`src/rtl/wsp_ctrl_if.sv`:
```
// Wrapper serial port bundle: WSP control/data signals plus the boundary-register
// control and status lines. The controller is the slave side, the driving
// test access logic (or bench) is the master side.
interface wsp_ctrl_if;
    logic       wsi;
    logic       selectwir;
    logic       shiftwr;
    logic       capturewr;
    logic       updatewr;
    logic       transferdr;
    logic       wbr_so;
    logic       wso;
    logic       wbr_shift;
    logic       wbr_capture;
    logic       wbr_update;
    logic       wbr_transfer;
    logic       wbr_mode;
    logic       wbr_safe;
    logic       wbr_io_face;
    logic [2:0] instr;

    modport master (
        output wsi, selectwir, shiftwr, capturewr, updatewr, transferdr, wbr_so,
        input  wso, wbr_shift, wbr_capture, wbr_update, wbr_transfer,
               wbr_mode, wbr_safe, wbr_io_face, instr
    );

    modport slave (
        input  wsi, selectwir, shiftwr, capturewr, updatewr, transferdr, wbr_so,
        output wso, wbr_shift, wbr_capture, wbr_update, wbr_transfer,
               wbr_mode, wbr_safe, wbr_io_face, instr
    );
endinterface

```
`src/rtl/wsp_ctrl.sv`:
```
// Wrapper serial port controller: 3-bit wrapper instruction register (shift +
// update stages), 1-bit bypass register, and decode of the boundary-register
// controls from the active instruction. Unused codes 101-111 decode as bypass.
module wsp_ctrl (
    input  logic       clk,
    input  logic       arst,
    wsp_ctrl_if.slave  bus
);

    typedef enum logic [2:0] {
        WS_BYPASS  = 3'b000,
        WS_EXTEST  = 3'b001,
        WS_INTEST  = 3'b010,
        WS_SAFE    = 3'b011,
        WS_PRELOAD = 3'b100
    } wir_instr_e;

    logic [2:0] wir_sr;
    logic [2:0] wir_ur;
    logic       wby;
    logic       wbr_sel;
    logic       dr_active;
    logic       mode_dec;
    logic       safe_dec;
    logic       io_face_dec;

    // WIR shift stage: capture reloads the active instruction and wins over shift.
    always_ff @(posedge clk or posedge arst) begin
        if (arst) begin
            wir_sr <= WS_BYPASS;
        end else if (bus.selectwir) begin
            if (bus.capturewr) begin
                wir_sr <= wir_ur;
            end else if (bus.shiftwr) begin
                wir_sr <= {bus.wsi, wir_sr[2:1]};
            end
        end
    end

    // WIR update stage: takes the pre-edge shift stage, even if it shifts or captures this cycle.
    always_ff @(posedge clk or posedge arst) begin
        if (arst) begin
            wir_ur <= WS_BYPASS;
        end else if (bus.selectwir && bus.updatewr) begin
            wir_ur <= wir_sr;
        end
    end

    // Bypass register: only moves on the data path while no boundary register is selected.
    always_ff @(posedge clk or posedge arst) begin
        if (arst) begin
            wby <= 1'b0;
        end else if (!bus.selectwir && !wbr_sel) begin
            if (bus.capturewr) begin
                wby <= 1'b0;
            end else if (bus.shiftwr) begin
                wby <= bus.wsi;
            end
        end
    end

    // Instruction decode: boundary-register selection and static cell controls.
    always_comb begin
        wbr_sel     = 1'b0;
        mode_dec    = 1'b0;
        safe_dec    = 1'b0;
        io_face_dec = 1'b0;
        case (wir_ur)
            WS_EXTEST: begin
                wbr_sel     = 1'b1;
                mode_dec    = 1'b1;
                io_face_dec = 1'b1;
            end
            WS_INTEST: begin
                wbr_sel  = 1'b1;
                mode_dec = 1'b1;
            end
            WS_SAFE: begin
                wbr_sel  = 1'b1;
                mode_dec = 1'b1;
                safe_dec = 1'b1;
            end
            WS_PRELOAD: begin
                wbr_sel     = 1'b1;
                io_face_dec = 1'b1;
            end
            default: begin
                wbr_sel = 1'b0;
            end
        endcase
    end

    assign dr_active = ~bus.selectwir & wbr_sel;

    assign bus.wbr_shift    = dr_active & bus.shiftwr & ~bus.capturewr;
    assign bus.wbr_capture  = dr_active & bus.capturewr;
    assign bus.wbr_update   = dr_active & bus.updatewr;
    assign bus.wbr_transfer = dr_active & bus.transferdr & ~bus.shiftwr & ~bus.capturewr;
    assign bus.wbr_mode     = mode_dec;
    assign bus.wbr_safe     = safe_dec;
    assign bus.wbr_io_face  = io_face_dec;
    assign bus.instr        = wir_ur;

    assign bus.wso = bus.selectwir ? wir_sr[0] : (wbr_sel ? bus.wbr_so : wby);

endmodule

```
`src/flat_wrapper.sv`:
```
// flat-port wrapper written by rule: the top's interface ports become plain ports
module wsp_ctrl_flat 
  (clk, arst, bus_wsi, bus_selectwir, bus_shiftwr, bus_capturewr, bus_updatewr, bus_transferdr, bus_wbr_so, bus_wso, bus_wbr_shift, bus_wbr_capture, bus_wbr_update, bus_wbr_transfer, bus_wbr_mode, bus_wbr_safe, bus_wbr_io_face, bus_instr);
  wsp_ctrl_if bus_i ();
  input  logic clk;
  input  logic arst;
  input wire logic [$bits(bus_i.wsi)-1:0] bus_wsi;
  input wire logic [$bits(bus_i.selectwir)-1:0] bus_selectwir;
  input wire logic [$bits(bus_i.shiftwr)-1:0] bus_shiftwr;
  input wire logic [$bits(bus_i.capturewr)-1:0] bus_capturewr;
  input wire logic [$bits(bus_i.updatewr)-1:0] bus_updatewr;
  input wire logic [$bits(bus_i.transferdr)-1:0] bus_transferdr;
  input wire logic [$bits(bus_i.wbr_so)-1:0] bus_wbr_so;
  output wire logic [$bits(bus_i.wso)-1:0] bus_wso;
  output wire logic [$bits(bus_i.wbr_shift)-1:0] bus_wbr_shift;
  output wire logic [$bits(bus_i.wbr_capture)-1:0] bus_wbr_capture;
  output wire logic [$bits(bus_i.wbr_update)-1:0] bus_wbr_update;
  output wire logic [$bits(bus_i.wbr_transfer)-1:0] bus_wbr_transfer;
  output wire logic [$bits(bus_i.wbr_mode)-1:0] bus_wbr_mode;
  output wire logic [$bits(bus_i.wbr_safe)-1:0] bus_wbr_safe;
  output wire logic [$bits(bus_i.wbr_io_face)-1:0] bus_wbr_io_face;
  output wire logic [$bits(bus_i.instr)-1:0] bus_instr;
  assign bus_i.wsi = bus_wsi;
  assign bus_i.selectwir = bus_selectwir;
  assign bus_i.shiftwr = bus_shiftwr;
  assign bus_i.capturewr = bus_capturewr;
  assign bus_i.updatewr = bus_updatewr;
  assign bus_i.transferdr = bus_transferdr;
  assign bus_i.wbr_so = bus_wbr_so;
  assign bus_wso = bus_i.wso;
  assign bus_wbr_shift = bus_i.wbr_shift;
  assign bus_wbr_capture = bus_i.wbr_capture;
  assign bus_wbr_update = bus_i.wbr_update;
  assign bus_wbr_transfer = bus_i.wbr_transfer;
  assign bus_wbr_mode = bus_i.wbr_mode;
  assign bus_wbr_safe = bus_i.wbr_safe;
  assign bus_wbr_io_face = bus_i.wbr_io_face;
  assign bus_instr = bus_i.instr;
  wsp_ctrl u_core (.clk(clk), .arst(arst), .bus(bus_i));
endmodule
```
`config.mk`:
```
export PLATFORM = sky130hd
export DESIGN_NAME = wsp_ctrl_flat
export DESIGN_NICKNAME = d
export VERILOG_FILES = /design/src/rtl/wsp_ctrl_if.sv /design/src/rtl/wsp_ctrl.sv /design/src/flat_wrapper.sv
export SDC_FILE = /design/constraint.sdc
export NUM_CORES = 1
export LEC_CHECK = 0
export ABC_AREA = 1
export ABC_CLOCK_PERIOD_IN_PS = 960
export BUFFER_PORTS_ARGS = -buffer_cell sky130_fd_sc_hd__buf_4
export CORE_AREA = 4 4 41 43
export CTS_BUF_LIST = sky130_fd_sc_hd__clkbuf_4 sky130_fd_sc_hd__clkbuf_8
export CTS_CLUSTER_DIAMETER = 60
export DETAILED_ROUTE_END_ITERATION = 8
export DIE_AREA = 0 0 45 47
export GPL_TIMING_DRIVEN = 0
export HOLD_SLACK_MARGIN = 0.05
export SLEW_MARGIN = 20
export SYNTH_ARGS = -nofsm -noshare
export SYNTH_HDL_FRONTEND = slang
export SYNTH_SLANG_ARGS = --single-unit
```
`constraint.sdc`:
```
create_clock -name clk -period 0.96 [get_ports clk]
set_input_delay 0 -clock clk [delete_from_list [all_inputs] [get_ports clk]]
set_output_delay 0 -clock clk [all_outputs]
set_load 0.05 [all_outputs]
```
==> results.py <==
metrics = {
    "layout": {
        "synthToLayoutAreaGrowth_pct": 104,
        "diodes": 0,
        "layout_commonest_cell": "buf_4",
        "final_cell_mix": "buf_4 (17), nand2_1 (11), inv_1 (8)",
        "layout.nets": 104,
        "fillers": 107,
        "drive_above_1_share": 0.617,
    },
    "floorplan": {
        "core.rowCount": 13,
        "dieArea_um2": 2120,
        "ios": 20,
        "core_um2": 1300,
        "die_h_um": 47,
        "start_util": 0.333,
        "dieWidth_um": 45,
    },
    "yosys": {
        "ys_top_cells_by_area": "dfrtp_1 (40%), nand2_1 (13%), inv_1 (10%)",
        "muxShareOfSynthArea": 0,
        "synth-compound-area-share": 0.173,
        "synth_fa_ha_area_frac": 0,
        "syn_nets": 69,
        "syn_avg_cell_area_um2": 7.22,
        "yosysTopAreaCell": "dfrtp_1",
        "ys_warn_count": 0,
        "synth.distinct_cells": 15,
        "synth_top_area_frac": 0.405,
        "postSynthCellCount": 60,
        "synth_top_family_by_area": "simple AND/OR/NAND/NOR gates",
        "yosysSeqAreaShare": 0.405,
        "synth.ff_latch_count": 7,
        "syn_area_um2": 433,
        "synth-xor-area-share": 0,
        "synthSimpleGateAreaFrac": 0.309,
    },
    "setup_path": {
        "reg2reg_depth": 6,
        "worstPathRequired_ps": 960,
        "timing.rr.start": "u_core.bus.instr[0]",
        "crit_start": "u_core.bus.instr[0]",
        "cp_max_fo": 4,
        "crit_path_end": "bus_wso",
        "r2r_setup_slack_ps": -210,
        "rr_endpoint": "u_core.wby",
        "worst_setup_path_end_kind": "output pin",
        "cp-start-kind": "register",
        "critPathKind": "reg2out",
        "arrival_ps": 1410,
    },
    "grt": {
        "grtUsageTotal": 0.147,
        "grt_max_degree": 8,
        "antenna_found_initial": 0,
        "grt.overflow.total": 0,
        "grt_pass1_wl_um": 2190,
        "grt_pass1_vias": 518,
    },
    "timing": {
        "final.period_utilization": 1.47,
        "setup_violations": 14,
        "finalSetupTns_ps": -3330,
        "hold-worst-slack_ps": 51.6,
        "grt_setup_unrepaired": "true",
        "fin_skew_ps": 4.17,
        "hold_viol": 0,
        "min_period_ps": 1410,
        "tightest_slew_ps": 303,
        "fin_ws_ps": -447,
        "fmax_mhz": 711,
        "finalMaxSlewViolations": 0,
        "relSlewSlack": 0.797,
    },
    "power": {
        "p_leak_uw": 0.000429,
        "ir_drop_v": 0.00104,
        "power_density_nw_per_um2": 2030,
    },
    "cts": {
        "cts_buffers": 3,
        "cts_tree": "yes",
        "clock-root-buffer": "clkbuf_4",
        "path_clk_slew_ps": 50,
        "clk_latency_ps": 250,
        "cts_buffer_depth": 2,
        "numClockSinks": 7,
        "htreeDepth": 1,
    },
    "detailed_routing": {
        "wl_per_cell_um": 12.8,
        "via_per_inst": 4.86,
        "drt_iter0_drc": 16,
        "vias": 530,
        "wirelength_um": 1400,
        "ant_nets": 0,
        "dr.pass1.iters": 4,
        "route.detailed.drc": 0,
    },
    "placed_design": {
        "post-dp-hpwl_um": 918,
        "gp_congestion": 0.726,
        "io_buffers": 19,
    },
    "run_status": {
        "status": "finished with violations",
        "violations": "setup timing",
    },
    "run": {
        "maxCapViolCount": 0,
    },
    "min_path": {
        "hold_path.class": "in2reg",
    },
}
==> registers in the layout, summed over array words and instances, names as in the netlist <==
name	flops
u_core.wby	1
u_core.bus.instr	3
u_core.wir_sr	3
==> critical path, stage by stage (launching register included) <==
cell and delay (ps):
dfrtp_2 450, o21ai_4 190, nand2_4 100, nor2_2 120, nand2_2 80, nand3_4 60
buf_8 140
==> cell type report <==
type | count | area, um^2 | area share
repair buffers | 30 | 292 | 0.330
well taps | 15 | 18.8 | 0.0212
flip-flops and latches | 7 | 179 | 0.203
inverters | 13 | 48.8 | 0.0552
multi-input cells | 40 | 315 | 0.357
clock buffers | 4 | 30.0 | 0.0340
==> synthesized netlist by cell type (all sizes together) <==
master,count
inv,13
dfrtp,7
nor3,2
nand3,6
a21oi,1
nand4,1
nand2,16
nor2,4
o211ai,2
o21ai,8
==> how the worst min path moves through the flow <==
stage | endpoint | slack, ps | from | depth (start not counted)
finish | u_core.wby | 50 | bus_selectwir | 4
global route | u_core.wby | 80 | bus_selectwir | 4
CTS | u_core.wby | 30 | bus_selectwir | 4
detailed placement | u_core.wir_sr[1] | -50 | arst | 2
global placement | u_core.wir_sr[1] | -50 | arst | 2
floorplan | u_core.wby | -200 | arst | 1
==> timing repair <==
action,CTS,global route
resized for setup,17,14
pin swaps,6,3
setup endpoints to repair,9,14
hold buffers,1,0
buffers inserted,8,2
hold endpoints to repair,8,0
==> layer usage <==
layer,vias up,part of all wire,GRT usage
met5,-,0,0
met4,0,0.0029,0.0351
met3,2,0.052,0.0690
met2,10,0.56,0.257
met1,255,0.38,0.162
li1,263,-,-
==> where the power goes <==
| group | switching (uW) | total [uW] | internal, uW | leakage [uW] |
|---|---|---|---|---|
| logic | 631 | 1080 | 449 | 0.000326 |
| clock network | 108 | 295 | 187 | 0.0000184 |
| registers | 64.7 | 423 | 358 | 0.0000850 |
==> cell families (layout without fill, tap and decap cells) <==
logic type             Yosys count  after routing
AO/OA/AOI/OAI                   11             11
AND/OR/NAND/NOR                 29             29
buffers and inverters           13             47
flip-flops                       7              7
==> per-stage QoR <==
stage | setup slack (ps) | std cells | power, uW | area, um^2 | util
floorplan | -459 | 60 | 949 | 490 | -
detailed placement | -286 | 94 | 1150 | 652 | 0.501
global route | -514 | 109 | 1900 | 883 | 0.679
CTS | -427 | 107 | 1660 | 816 | 0.627
global placement | -281 | 94 | 1150 | 652 | 0.501
finish | -447 | 109 | 1800 | 883 | 0.679
No activity file was read; power rests on OpenSTA's default activity.
